## src/rtl/mem_bus_arbiter.sv

```systemverilog
// Two-master round-robin arbiter onto the decode bus; ready 2 cycles after valid on a 0-wait slave, grant held until DONE.
// Hung slaves are cut off after TIMEOUT_CYCLES with zero read data; define ARB_FIXED_PRIO_EN to make m0 always win ties.
module mem_bus_arbiter #(
  parameter int TIMEOUT_CYCLES = 1024
) (
  input  logic        clk,
  input  logic        reset_n,
  input  logic        m0_valid,
  input  logic        m0_instr,
  input  logic [31:0] m0_addr,
  input  logic [31:0] m0_wdata,
  input  logic [3:0]  m0_wstrb,
  output logic        m0_ready,
  output logic [31:0] m0_rdata,
  input  logic        m1_valid,
  input  logic        m1_instr,
  input  logic [31:0] m1_addr,
  input  logic [31:0] m1_wdata,
  input  logic [3:0]  m1_wstrb,
  output logic        m1_ready,
  output logic [31:0] m1_rdata,
  output logic        s_valid,
  output logic        s_instr,
  output logic [31:0] s_addr,
  output logic [31:0] s_wdata,
  output logic [3:0]  s_wstrb,
  input  logic        s_ready,
  input  logic [31:0] s_rdata,
  output logic [1:0]  grant,
  output logic        timeout_flag,
  input  logic        timeout_clr
);

  localparam logic [1:0]  ST_IDLE   = 2'd0;
  localparam logic [1:0]  ST_ACCESS = 2'd1;
  localparam logic [1:0]  ST_DONE   = 2'd2;
  localparam logic [15:0] TERM_CNT  = 16'(TIMEOUT_CYCLES - 1);

  logic [1:0]  r_state;
  logic        r_owner;
  logic        r_last_owner;
  logic [15:0] r_cnt;
  logic [31:0] r_m0_rdata;
  logic [31:0] r_m1_rdata;
  logic        r_timeout_flag;

  logic w_pick;
  logic w_own_vld;
  logic w_in_access;
  logic w_tmo;

`ifdef ARB_FIXED_PRIO_EN
  assign w_pick = m1_valid && !m0_valid;
`else
  assign w_pick = (m0_valid && m1_valid) ? ~r_last_owner : m1_valid;
`endif

  assign w_own_vld   = r_owner ? m1_valid : m0_valid;
  assign w_in_access = (r_state == ST_ACCESS);
  assign w_tmo       = w_in_access && w_own_vld && !s_ready && (r_cnt == TERM_CNT);

  // Slave side is a pure mux of the owner; zero outside ACCESS so the decoder sees a quiet bus.
  assign s_valid = w_in_access && w_own_vld;
  assign s_instr = w_in_access && (r_owner ? m1_instr : m0_instr);
  assign s_addr  = w_in_access ? (r_owner ? m1_addr  : m0_addr)  : 32'h0;
  assign s_wdata = w_in_access ? (r_owner ? m1_wdata : m0_wdata) : 32'h0;
  assign s_wstrb = w_in_access ? (r_owner ? m1_wstrb : m0_wstrb) : 4'h0;

  assign grant        = (r_state == ST_IDLE) ? 2'b00 : (r_owner ? 2'b10 : 2'b01);
  assign m0_ready     = (r_state == ST_DONE) && !r_owner;
  assign m1_ready     = (r_state == ST_DONE) &&  r_owner;
  assign m0_rdata     = r_m0_rdata;
  assign m1_rdata     = r_m1_rdata;
  assign timeout_flag = r_timeout_flag;

  always_ff @(posedge clk or negedge reset_n) begin
    if (!reset_n) begin
      r_state      <= ST_IDLE;
      r_owner      <= 1'b0;
      r_last_owner <= 1'b1;
      r_cnt        <= 16'h0;
      r_m0_rdata   <= 32'h0;
      r_m1_rdata   <= 32'h0;
    end else begin
      case (r_state)
        ST_IDLE: begin
          r_cnt <= 16'h0;
          if (m0_valid || m1_valid) begin
            r_owner <= w_pick;
            r_state <= ST_ACCESS;
          end
        end
        ST_ACCESS: begin
          if (!w_own_vld) begin
            r_state <= ST_IDLE;
            r_cnt   <= 16'h0;
          end else if (s_ready) begin
            if (r_owner) r_m1_rdata <= s_rdata;
            else         r_m0_rdata <= s_rdata;
            r_last_owner <= r_owner;
            r_state      <= ST_DONE;
          end else if (r_cnt == TERM_CNT) begin
            // Zero data decodes as an illegal instruction, so a hung fetch traps.
            if (r_owner) r_m1_rdata <= 32'h0;
            else         r_m0_rdata <= 32'h0;
            r_last_owner <= r_owner;
            r_state      <= ST_DONE;
          end else begin
            r_cnt <= r_cnt + 16'd1;
          end
        end
        ST_DONE: begin
          r_state <= ST_IDLE;
          r_cnt   <= 16'h0;
        end
        default: begin
          r_state <= ST_IDLE;
          r_cnt   <= 16'h0;
        end
      endcase
    end
  end

  always_ff @(posedge clk or negedge reset_n) begin
    if (!reset_n)         r_timeout_flag <= 1'b0;
    else if (timeout_clr) r_timeout_flag <= 1'b0;
    else if (w_tmo)       r_timeout_flag <= 1'b1;
  end

endmodule

```

## config.mk

```make
export PLATFORM = sky130hd
export DESIGN_NAME = mem_bus_arbiter
export DESIGN_NICKNAME = d
export VERILOG_FILES = /design/src/rtl/mem_bus_arbiter.sv
export SDC_FILE = /design/constraint.sdc
export NUM_CORES = 1
export LEC_CHECK = 0
export CORE_ASPECT_RATIO = 0.5
export CORE_MARGIN = 4
export CORE_UTILIZATION = 32
export DETAILED_ROUTE_END_ITERATION = 8
export PLACE_DENSITY = 0.8
export SYNTH_ARGS = -nofsm -noshare
export SYNTH_HDL_FRONTEND = slang
export SYNTH_SLANG_ARGS = --single-unit
```

## constraint.sdc

```tcl
create_clock -name clk -period 1.9 [get_ports clk]
set_input_delay 0.38 -clock clk [delete_from_list [all_inputs] [get_ports clk]]
set_output_delay 0.38 -clock clk [all_outputs]
set_load 0.01 [all_outputs]
```

# [Word level (Yosys, flattened, before mapping)]
# Index checks and enable logic that the tools add are counted.
[classes] addsub=1 n_eq_ne=7 muxes=32 n_bitwise=2 n_reduce_logical=19
[ops] operator="$mux W32" count=12
[ops] operator="$mux W16" count=4
[ops] operator="$add A16 B1 Y16 const B" count=1
[ops] operator="$eq A16 B10 Y1 const B" count=1
[ops] operator="$mux W2" count=6
[ops] operator="$mux W4" count=2
[ops] operator="$reduce_and A4 Y1" count=2
[ops] operator="$logic_and A1 B1 Y1" count=7
[ops] operator="$mux W1" count=7
[ops] operator="$ne A3 B3 Y1 const B" count=2
[ops] operator="$reduce_and A2 Y1" count=3
[ops] operator="$ne A4 B3 Y1 const B" count=1
[ops] operator="$pmux W2 S2" count=1
[ops] operator="$reduce_bool A2 Y1" count=2
[ops] operator="$reduce_and A3 Y1" count=1
[ops] operator="$eq A2 B1 Y1 const B" count=1
[ops] operator="$eq A2 B2 Y1 const B" count=1
[ops] operator="$logic_not A1 Y1" count=2
[ops] operator="$logic_not A2 Y1" count=1
[ops] operator="$ne A2 B1 Y1 const B" count=1
[ops] operator="$not A1 Y1" count=2
[ops] operator="$logic_or A1 B1 Y1" count=1
[totals] register_bits=85 inputBits=176 output_inout_bits=139 word_cells=68

# [Longest topological paths before layout]
[depth] word_depth=6 ltp_mapped=7 ltp_nobuf=5

# [Least setup slack after synthesis]
# No wires, ideal clock.
[synth_timing] kind="register to output" from="register r_owner" to="output port s_addr[0]" arrival_time_ns=1.628 required_ns=1.520 path_slack_ns=-0.108 stages_incl_launch_ff=6 path_cell_list="dfrtp_1 -> clkbuf_1 -> buf_1 -> buf_1 -> mux2i_1 -> nor2_1"
[synth_via] elab_chain_len=2
[synth_lines] item="from (decl)" line="40" text="logic r_owner;"
[synth_lines] item="from (signal assigned)" line="89" text="r_owner <= w_pick;"
[synth_lines] item="$mux W32 (2 in a row)" line="65" text="assign s_addr = w_in_access ? (r_owner ? m1_addr : m0_addr) : 32'h0;"
[synth_lines] item="to (decl)" line="24" text="output logic [31:0] s_addr,"
# No other way between the ends.

# [Worst setup path in the final report]
[layout_timing] from="register r_cnt[15]" to="register r_m0_rdata[14], in the netlist m0_rdata[14]"
[layout_via] elab_chain_len=3
[layout_lines] item="from (decl)" line="42" text="logic [15:0] r_cnt;"
[layout_lines] item="from (signal assigned)" line="109" text="r_cnt <= r_cnt + 16'd1;"
[layout_lines] item="$eq A16 B10 Y1" line="102" text="end else if (r_cnt == TERM_CNT) begin"
[layout_lines] item="$reduce_bool A2 Y1 (no line)"
[layout_lines] item="$reduce_and A4 Y1 (no line)"
[layout_lines] item="to (signal assigned)" line="99" text="else r_m0_rdata <= s_rdata;"
[layout_lines] item="to (decl)" line="43" text="logic [31:0] r_m0_rdata;"
# No other way between the ends.
# A chain may end at the register's enable or synchronous reset.

==> flow_metrics.py <==
metrics = {
    "timing": {
        "finalCritPeriodShare_pct": 112.1,
        "period_needed_ns": 2.130,
        "drv_slew": 0,
        "relSlewSlack_pct": 71.95,
        "fmax_ghz": 0.4695,
        "tns_ns": -13.73,
        "setup_viol": 121,
        "worst_pin_slew_ns": 0.4207,
        "skew_ns": 0.007616,
        "rsz0062_at_grt": "yes",
        "setup_slack_ns": -0.2300,
        "finalHoldViolCount": 0,
    },
    "logic_synthesis": {
        "ys_types": 41,
        "syn_inst": 428,
        "ys_warn_count": 0,
        "synthTopCellsByArea": "dfrtp_1 46%, mux2i_1 16%, a32o_1 14%, nor2_1 6.2%, clkbuf_1 2.1%",
        "ys_ff_latch": 85,
        "ys_seq_area_share_pct": 47.00,
        "syn_nets": 605,
        "synth.avg_cell_area_sq_um": 10.58,
        "synth_top_area_share_pct": 46.42,
        "netlist_area_sq_mm": 0.004528,
        "yosysTopAreaCell": "dfrtp_1",
    },
    "worst_hold_path": {
        "hold_end": "m0_rdata[31]",
        "min-delay-start": "m0_rdata[31]",
        "hp-class": "register to register",
        "min_path_cells": 1,
    },
    "floorplanning": {
        "initial_core_util_pct": 33.05,
        "rows": 30,
        "dieArea_sq_mm": 0.01623,
        "core_sq_mm": 0.01370,
        "die_x_um": 176.2,
        "fp.dieH_um": 92.12,
        "ios": 315,
    },
    "critical_path": {
        "cp-end-kind": "register",
        "crit_path_max_fanout": 24,
        "critPathLaunchType": "register",
        "cp.required_ns": 2.13,
        "crit_slowest_cell": "or4bb_4",
        "rrSetupSlack_ns": -0.23,
        "worstPathCellList": "or4bb_4 > nor4_4 > buf_4 > o21ai_4 > buf_12 > a32o_1",
        "slowest_delay_ns": 0.56,
        "rr_endpoint": "m0_rdata[14]",
        "r2r_cells": 6,
        "crit_type": "register to register",
        "r2r-start": "r_cnt[15]",
        "worstPathArrival_ns": 2.36,
    },
    "cells_and_area": {
        "mostFrequentLayoutCell": "clkdlybuf4s50_1",
        "fillCellCount": 1067,
        "final_layout_size_suffix_gt1_share_pct": 26.38,
        "syn_to_final_growth_pct": 93.70,
        "fin_util_pct": 64.02,
        "n_antenna_cell": 0,
        "final_cell_mix": "238 x clkdlybuf4s50_1, 83 x dfrtp_1, 71 x nor2_1",
        "layout.nets": 953,
    },
    "clock_tree": {
        "cts_max_level": 3,
        "clk_path_buf_depth": 2,
        "clock-root-buffer": "clkbuf_16",
        "clock-sinks": 85,
        "clk_pin_slew_worst_paths_ns": 0.07,
        "insertion_delay_ns": 0.34,
        "cts_tree": "yes",
        "cts_made_buffers": 9,
    },
    "placed_design": {
        "gp_congestion": 0.8888,
        "dp_hpwl_um": 14760,
        "port_buffers": 314,
    },
    "global_routing": {
        "antenna_found_initial": 0,
        "track_usage_pct": 23.59,
        "grt_max_degree": 77,
        "gr-total-overflow": 0,
        "grt_pass1_wl_um": 30360,
        "grt_pass1_vias": 5186,
    },
    "route": {
        "dr_wl_met3_um": 1336,
        "wl_met1_um": 8550,
        "routedWlPerCell_um": 20.96,
        "met2WireLength_um": 10210,
        "drt_iter0_markers": 309,
        "dr_total_vias": 5036,
        "wirelength_um": 20400,
        "ant_nets": 0,
        "viasPerCell": 5.176,
        "first_pass_iters": 5,
        "drc_errors": 0,
        "dr.max_layer_used": "met4",
    },
    "run_status": {
        "violations": "setup timing",
        "status": "finished with violations",
    },
    "power_and_ir_drop": {
        "powerDensity_mw_per_mm2": 1363,
        "vdd_drop_max_uv": 779.8,
        "leakage_nw": 3.846,
        "finalPower_mw": 11.96,
    },
    "run": {
        "max-cap-violations": 0,
    },
}
==> flip-flops by register name (all words and copies together) (netlist names) <==
signal        cells
m1_rdata         32
r_last_owner      1
m0_rdata         32
r_owner           1
timeout_flag      1
r_cnt            16
r_state           2
==> how the worst max path moves through the flow <==
| stage | start | end | slack (ns) | depth (start not counted) |
|---|---|---|---|---|
| 6_report | r_cnt[15] | m0_rdata[14] | -0.23 | 6 |
| 5_1_grt | r_cnt[15] | m0_rdata[30] | -0.26 | 6 |
| 4_1_cts | r_owner | s_addr[15] | -0.21 | 5 |
| 3_5_place_dp | m0_valid | s_valid | -0.37 | 5 |
| 3_3_place_gp | m1_valid | s_valid | -0.37 | 5 |
| 2_1_floorplan | r_cnt[15] | m0_rdata[12] | -0.08 | 5 |
==> worst max-delay path: cells and delay by family (launching register included) <==
kind | cells | cell delay (ns)
flip-flops | 1 | 0.39
AND/OR/NAND/NOR | 2 | 0.94
buffers and inverters | 2 | 0.39
AO/OA/AOI/OAI | 2 | 0.29
==> cells by family after synthesis <==
family | after synthesis | share of synthesized area, %
AND/OR/NAND/NOR | 127 | 14.18
AO/OA/AOI/OAI | 101 | 18.98
flip-flops | 85 | 47.00
multiplexers | 71 | 15.69
buffers and inverters | 42 | 3.675
XOR/XNOR | 1 | 0.1935
adder cells (fa/ha/maj) | 1 | 0.2763
==> report_power, final <==
group | switching [mW] | internal [mW] | total [mW] | leakage, nW
combinational | 3.22 | 4.02 | 7.25 | 2.62
clock | 0.747 | 1.03 | 1.77 | 0.146
sequential | 0.410 | 2.53 | 2.94 | 1.08
total | 4.38 | 7.58 | 12.0 | 3.85
==> metal layers <==
metal | track usage, % | up-vias
met5 | 0 | -
met4 | 4.604 | 0
met3 | 5.807 | 23
met2 | 41.11 | 166
met1 | 29.99 | 2508
li1 | - | 2339
==> through the flow <==
| step | setup WS (ns) | area [sq um] | cells | hold slack, ns |
|---|---|---|---|---|
| 4_1_cts | -0.2056 | 8692 | 973 | 0.4947 |
| 3_5_place_dp | -0.3726 | 8284 | 944 | 0.3469 |
| 6_report | -0.2300 | 8771 | 973 | 0.4901 |
| 5_1_grt | -0.2595 | 8771 | 973 | 0.5039 |
| 3_3_place_gp | -0.3695 | 8284 | 944 | 0.3403 |
| 2_1_floorplan | -0.08377 | 4544 | 428 | 0.08441 |
==> synthesized netlist by cell type <==
cell       n
and2_1     1
nand4_1    3
and4_1     2
o211ai_1   1
nand3_1    5
or4_1      4
o21ai_2    2
buf_1      8
nor3b_1    2
or4_4      1
o21ai_1    1
nor2_1    75
nand4b_1   4
dfrtp_1   84
o31ai_1    3
o21ai_0   11
nand2_1    7
a31oi_1    2
xor2_1     1
mux2i_1   71
nand2b_1   3
a32o_1    64
dfstp_2    1
a22o_1     1
or4bb_1    1
inv_1      2
o21a_1     1
a21oi_1   13
ha_1       1
nor4_1     1
and3_1     1
buf_2      7
or2_2      2
or3_1     10
o41ai_1    1
o31a_1     1
nor2b_1    1
nor4_2     1
and3b_1    2
nor4_4     1
clkbuf_1  25
==> area by class of cell <==
cell class / instances / area, sq um / share of cell area, %
clock buffers: 9 / 225.2 / 2.568
clock inverters: 7 / 73.82 / 0.8417
inverters: 2 / 7.507 / 0.08559
multi-input cells: 301 / 2534 / 28.89
flip-flops and latches: 85 / 2132 / 24.31
well taps: 192 / 240.2 / 2.739
repair buffers: 377 / 3558 / 40.57
==> timing repair <==
action	4_1_cts	5_1_grt
endpoints found under the hold margin	28	0
pin swaps	11	10
buffers inserted	8	4
hold buffers	1	0
setup endpoints to repair	148	148
gates cloned	4	0
resized for setup	283	100
Note: power is estimated with default switching activity, not from simulation.
